### src/rtl/axis_pack_fifo.sv
// Narrow-in / wide-out AXIS FIFO: packs OUT_MUX samples LSB-first per beat, tlast closes short beats.
// Define AXIS_PACK_FIFO_LEVEL_EN to add the registered m_axis_out_tlevel occupancy port.
module axis_pack_fifo #(
    parameter int unsigned DATA_WIDTH = 16,
    parameter int unsigned USER_WIDTH = 1,
    parameter int unsigned OUT_MUX    = 4,
    parameter int unsigned FIFO_LEN   = 16
) (
    input  logic                             clk_i,
    input  logic                             reset_i,
    input  logic [DATA_WIDTH-1:0]            s_axis_in_tdata,
    input  logic [USER_WIDTH-1:0]            s_axis_in_tuser,
    input  logic                             s_axis_in_tlast,
    input  logic                             s_axis_in_tvalid,
    output logic                             s_axis_in_tready,
    output logic [DATA_WIDTH*OUT_MUX-1:0]    m_axis_out_tdata,
    output logic [USER_WIDTH*OUT_MUX-1:0]    m_axis_out_tuser,
    output logic [OUT_MUX-1:0]               m_axis_out_tkeep,
    output logic                             m_axis_out_tlast,
    output logic                             m_axis_out_tvalid,
    input  logic                             m_axis_out_tready,
    output logic                             m_axis_out_tempty
`ifdef AXIS_PACK_FIFO_LEVEL_EN
    ,
    output logic [$clog2(FIFO_LEN):0]        m_axis_out_tlevel
`endif
);
    localparam int unsigned PTR_WIDTH = $clog2(FIFO_LEN);
    localparam int unsigned CNT_WIDTH = PTR_WIDTH + 1;

    typedef logic [CNT_WIDTH-1:0] ptr_t;

    logic [DATA_WIDTH-1:0] mem_data [FIFO_LEN];
    logic [USER_WIDTH-1:0] mem_user [FIFO_LEN];
    logic [FIFO_LEN-1:0]   mem_last;

    ptr_t wr_ptr_q, wr_ptr_d;
    ptr_t rd_ptr_q, rd_ptr_d;
    ptr_t last_cnt_q, last_cnt_d;
    ptr_t count, beat_len;
    logic full, wr_en, beat_avail, load, found;
    logic [PTR_WIDTH-1:0] rd_addr;

    logic [DATA_WIDTH*OUT_MUX-1:0] beat_data, tdata_q;
    logic [USER_WIDTH*OUT_MUX-1:0] beat_user, tuser_q;
    logic [OUT_MUX-1:0]            beat_keep, tkeep_q;
    logic                          beat_last, tlast_q;
    logic                          tvalid_q, tvalid_d;
    logic                          tempty_q, tempty_d;

    always_comb begin
        count      = wr_ptr_q - rd_ptr_q;
        full       = (count == ptr_t'(FIFO_LEN));
        wr_en      = s_axis_in_tvalid && !full;
        beat_avail = (count >= ptr_t'(OUT_MUX)) || (last_cnt_q != '0);
        load       = beat_avail && (!tvalid_q || m_axis_out_tready);
    end

    // Gather the window from rd_ptr, stopping after the first stored tlast.
    always_comb begin
        beat_data = '0;
        beat_user = '0;
        beat_keep = '0;
        beat_last = 1'b0;
        beat_len  = ptr_t'(OUT_MUX);
        found     = 1'b0;
        rd_addr   = '0;
        for (int unsigned i = 0; i < OUT_MUX; i++) begin
            rd_addr = rd_ptr_q[PTR_WIDTH-1:0] + PTR_WIDTH'(i);
            if (!found) begin
                beat_data[i*DATA_WIDTH +: DATA_WIDTH] = mem_data[rd_addr];
                beat_user[i*USER_WIDTH +: USER_WIDTH] = mem_user[rd_addr];
                beat_keep[i] = 1'b1;
                if (mem_last[rd_addr] && (ptr_t'(i) < count)) begin
                    found     = 1'b1;
                    beat_last = 1'b1;
                    beat_len  = ptr_t'(i + 1);
                end
            end
        end
    end

    always_comb begin
        wr_ptr_d   = wr_ptr_q + ptr_t'(wr_en);
        rd_ptr_d   = load ? rd_ptr_q + beat_len : rd_ptr_q;
        last_cnt_d = last_cnt_q + ptr_t'(wr_en && s_axis_in_tlast) - ptr_t'(load && beat_last);
        if (load) begin
            tvalid_d = 1'b1;
        end else if (m_axis_out_tready) begin
            tvalid_d = 1'b0;
        end else begin
            tvalid_d = tvalid_q;
        end
        tempty_d = (wr_ptr_d == rd_ptr_d) && !tvalid_d;
    end

    always_ff @(posedge clk_i) begin
        if (reset_i) begin
            wr_ptr_q   <= '0;
            rd_ptr_q   <= '0;
            last_cnt_q <= '0;
            tvalid_q   <= 1'b0;
            tempty_q   <= 1'b1;
            tdata_q    <= '0;
            tuser_q    <= '0;
            tkeep_q    <= '0;
            tlast_q    <= 1'b0;
        end else begin
            wr_ptr_q   <= wr_ptr_d;
            rd_ptr_q   <= rd_ptr_d;
            last_cnt_q <= last_cnt_d;
            tvalid_q   <= tvalid_d;
            tempty_q   <= tempty_d;
            if (load) begin
                tdata_q <= beat_data;
                tuser_q <= beat_user;
                tkeep_q <= beat_keep;
                tlast_q <= beat_last;
            end
        end
    end

    // Storage contents are never reset; pointers and last_cnt define what is live.
    always_ff @(posedge clk_i) begin
        if (wr_en && !reset_i) begin
            mem_data[wr_ptr_q[PTR_WIDTH-1:0]] <= s_axis_in_tdata;
            mem_user[wr_ptr_q[PTR_WIDTH-1:0]] <= s_axis_in_tuser;
            mem_last[wr_ptr_q[PTR_WIDTH-1:0]] <= s_axis_in_tlast;
        end
    end

    assign s_axis_in_tready  = !full;
    assign m_axis_out_tdata  = tdata_q;
    assign m_axis_out_tuser  = tuser_q;
    assign m_axis_out_tkeep  = tkeep_q;
    assign m_axis_out_tlast  = tlast_q;
    assign m_axis_out_tvalid = tvalid_q;
    assign m_axis_out_tempty = tempty_q;

`ifdef AXIS_PACK_FIFO_LEVEL_EN
    ptr_t level_q;

    always_ff @(posedge clk_i) begin
        if (reset_i) begin
            level_q <= '0;
        end else begin
            level_q <= wr_ptr_d - rd_ptr_d;
        end
    end

    assign m_axis_out_tlevel = level_q;
`endif

endmodule
### config.mk
export PLATFORM = sky130hd
export DESIGN_NAME = axis_pack_fifo
export DESIGN_NICKNAME = d
export VERILOG_FILES = /design/src/rtl/axis_pack_fifo.sv
export SDC_FILE = /design/constraint.sdc
export NUM_CORES = 1
export LEC_CHECK = 0
export CAP_MARGIN = 25
export CORE_MARGIN = 1.5
export CORE_UTILIZATION = 50
export DETAILED_ROUTE_END_ITERATION = 8
export PLACE_DENSITY = 0.71
export SYNTH_ARGS = -nofsm -noshare
export SYNTH_HDL_FRONTEND = slang
export SYNTH_SLANG_ARGS = --single-unit
### constraint.sdc
create_clock -name clk_i -period 4.7 [get_ports clk_i]
set_input_delay 0.94 -clock clk_i [delete_from_list [all_inputs] [get_ports clk_i]]
set_output_delay 0.94 -clock clk_i [all_outputs]
set_load 0.05 [all_outputs]
==> results.md <==
- Status: complete, no violations
- Worst skew pair latency: 0.55 ns
- Avg Vias per Cell: 7.16
- Crit path from: wr_ptr_q[0]$_SDFF_PP0_
- Critical path's slowest cell: nor4bb_1
- CP Capture Type: flop
- Peak VDD IR: 0.000484 V
- WHS: 0.451 ns
- PwrDens: 672 nW/µm²
- Peak Freq: 0.232 GHz
- # IOs: 98
- RD Place Congestion: 0.869
- Hold buffers post-CTS: 0
- H-tree levels: 2
- Detailed Route Iter0 Violations: approximately 1800
- Tightest Pin Transition: approximately 1.1 ns
- Initial Util: 50.8%
- Reg2reg path depth: 20
- Post-synthesis sequential area ratio: between 40% and 50%
- Async set or reset register ratio after synthesis: 0%
- Count of warnings emitted by yosys: 0
- PortBufs: 97
- Max incr delay on CP: around 0.48 ns
- Post-layout util: between 50% and 60%
- Vias: 13400
- Hold_sp: m_axis_out_tdata[39]$_SDFFE_PP0P_
- CTS clk-pin slew, worst paths: 0.07 ns
- Largest net degree at the start of global routing: 131
- Antenna diode count: 0
- FF-to-FF End: last_cnt_q[4]$_SDFF_PP0_
- Detailed-placement wirelength estimate: 36.6 mm
- WL/cell: about 32 µm
- Max-cap violations: 0
- Die height: between 200 and 250 µm
- Largest area contributor in the netlist: edfxtp_1
- Synth top area share: 40.6%
- Crit share post-route: just over 90%
- Clock root buffer: clkbuf_16
- Synth cell types: 56
- CP required: 5.18 ns
- Post-CTS Setup Bufs: 0
- Hold crit path type: flop to flop
- Most common cell on crit path: inv_1
- Crit path time final: 4.31 ns
- Synth area leaders: edfxtp_1 41%, mux4_2 36%, dfxtp_1 8.5%
- Hold Path Sink: m_axis_out_tdata[39]$_SDFFE_PP0P_
- Total grt overflow: 0
- Core area: 41900 µm²
- Final ANT Viol Nets: 0
- Initial antenna violation count: 3
- Delay-heaviest family, CP: simple AND/OR/NAND/NOR gates
- Layout cells sized above 1: 37.6%
- Arr. time, crit path: 4.79 ns
- Fillcell total: 3042
- Post-synth EDFFs: 288
- Clock tree sinks: 378
- Post-Place Cells: 1798
- Nets: 1347
- Skew final: 0.0128 ns
- Number of global-route vias before repair: 13200
- Leak: 7.68 nW
- Seq cells post-synth: 378
- Pre-antenna DRT Iters: 7
- Synth Flop Type: edfxtp_1
- Synthesized area per cell: 17.5 µm²
- CP max FO: 22
- Final Hold Viols: 0
- Worst-case clock buffer depth: 3
- First-pass GRT wire length: 87.6 mm
- Crit path cell chain: inv_1 -> ha_1 -> inv_1 -> fa_1 -> and2_1 -> nor4bb_1 -> o32a_1 -> a21bo_2 -> and3_1 -> a21oi_1 -> ha_1 -> inv_1 -> ha_1 -> inv_1 -> fa_1 -> inv_1 -> a21oi_1 -> nor2_1 -> or3_1 -> a21oi_1
- Max Slew Vio Count: 0
- Total routed wirelength: 59.4 mm
- FF-to-FF setup slack: between 0.3 and 0.4 ns
- Non-Filler Instances: 1875
- Finish-stage setup viols: 0
- Cells after synthesis: approximately 1200
- Pwr Total: 16.4 mW
- Num CTS Buffers: 41
- Hold Crit Depth: 2
- Post-route DRC violation count: 0
- Die width: 209 µm
- Class of the most critical setup path: flop to flop
- RSZ-0062 raised after global routing: no
- P&R area growth vs syn: 14.8%
- Die area: 43900 µm²
- Buf/Inv on CP: 5
- # rows: 75
- Gr usage total: about 28%
- Syn Nets: 1262
- Mapped cell area: between 20000 and 25000 µm²
- Relative slew slack: 28.8%
- Worst setup SP type: flop
- CTS tree: yes
- Reg2Reg Launch Point: wr_ptr_q[0]$_SDFF_PP0_
==> routing by layer <==
layer	wire length (µm)	up-vias	global-route usage, %	part of all wire [%]
met5	24	-	0	0.040
met4	2170	4	10.6	3.7
met3	8100	160	9.67	14
met2	27700	920	41.5	47
met1	21400	6927	37.3	36
li1	-	5411	-	-
==> logic make-up after synthesis <==
| group | after synthesis | synth area share, % |
|---|---|---|
| AOI/OAI and AO/OA | 110 | 3.82 |
| xor gates and xnor gates | 19 | 0.940 |
| muxes | 380 | 37.8 |
| DFF | 378 | 49.1 |
| buffers and inverters | 125 | 2.88 |
| and+or+nand+nor | 184 | 4.08 |
| adders and majority gates | 22 | 1.40 |
==> where the power goes <==
group	internal, mW	switching (mW)
combinational	3.81	4.98
sequential	3.99	0.270
clock	2.02	1.36
==> Yosys cell counts (18+ instances only) <==
| cell | number |
|---|---|
| edfxtp_1 | 288 |
| buf_2 | 31 |
| dfxtp_1 | 90 |
| clkbuf_1 | 57 |
| a32o_1 | 34 |
| mux2i_1 | 40 |
| a21oi_1 | 47 |
| nand4_1 | 20 |
| nand2_1 | 96 |
| ha_1 | 19 |
| nor2_1 | 18 |
| mux4_2 | 340 |
==> worst max-delay path by stage <==
stage | to | slack [ns] | cells after the start
floorplan | mem_data[0][0]$_DFFE_PP_ | -0.15 | 11
global placement | last_cnt_q[4]$_SDFF_PP0_ | 0.49 | 17
detailed placement | last_cnt_q[4]$_SDFF_PP0_ | 0.28 | 17
CTS | last_cnt_q[4]$_SDFF_PP0_ | 0.25 | 17
global route | last_cnt_q[4]$_SDFF_PP0_ | 0.03 | 20
finish | last_cnt_q[4]$_SDFF_PP0_ | 0.39 | 20
==> sequential cells by signal, summed over array words and instances (netlist names) <==
name               cells
last_cnt_q             5
m_axis_out_tdata      64
m_axis_out_tempty      1
m_axis_out_tkeep       4
m_axis_out_tlast       1
m_axis_out_tuser       4
m_axis_out_tvalid      1
mem_data             256
mem_last              16
mem_user              16
rd_ptr_q               5
wr_ptr_q               5
==> tightest hold or removal path, stage by stage, from the launching register on <==
cell and delay [ns]:
dfxtp_1 0.31, nand2_1 0.05, a21oi_1 0.05
==> metrics by stage <==
stage          worst slack, ns  area [µm²]  TNS [ns]
4_1_cts                  0.249       24400         0
3_5_place_dp             0.278       23000         0
5_1_grt                 0.0328       24400         0
6_report                 0.388       24400         0
3_3_place_gp             0.486       23000         0
2_1_floorplan           -0.154       21300    -11.10
==> final cells by class <==
class | count | area [µm²] | area share [%]
Clock buffer | 52 | 1150 | 4.71
Clock inverter | 24 | 270 | 1.11
Inverter | 16 | 62.6 | 0.256
Multi-Input combinational cell | 715 | 10400 | 42.5
Sequential cell | 378 | 10500 | 42.8
Tap cell | 539 | 674 | 2.76
Timing Repair Buffer | 151 | 1440 | 5.89
==> cell usage in the layout (no fill, tap or decap), types with 3 or more instances in the layout <==
master             n
or3_1              4
xor2_1            10
nand4_1           20
nand2b_1           3
clkinv_4           3
nor3_2            12
o21ai_0            7
clkdlybuf4s50_1   95
inv_1             15
a211oi_1           3
buf_12             4
dfxtp_1           86
nor4_2             4
nor3_1             5
edfxtp_1         288
nand2_1           96
clkbuf_16         44
xnor2_1            4
nand3_1            3
fa_1               3
bufinv_16          5
a21oi_1           47
clkbuf_1           5
nor2_1            16
nor2b_1            7
a21o_1             3
a32o_1            34
mux2i_1           40
ha_1              18
mux4_2           340
clkinvlp_4         3
clkinv_2           8
buf_4             50
==> repair_timing <==
| action | in CTS | in global routing |
|---|---|---|
| gates resized for setup | 0 | 1 |
| setup endpoints to repair | 0 | 1 |
| endpoints found under the hold margin | 0 | 0 |
(Power assumes the default switching activity.)
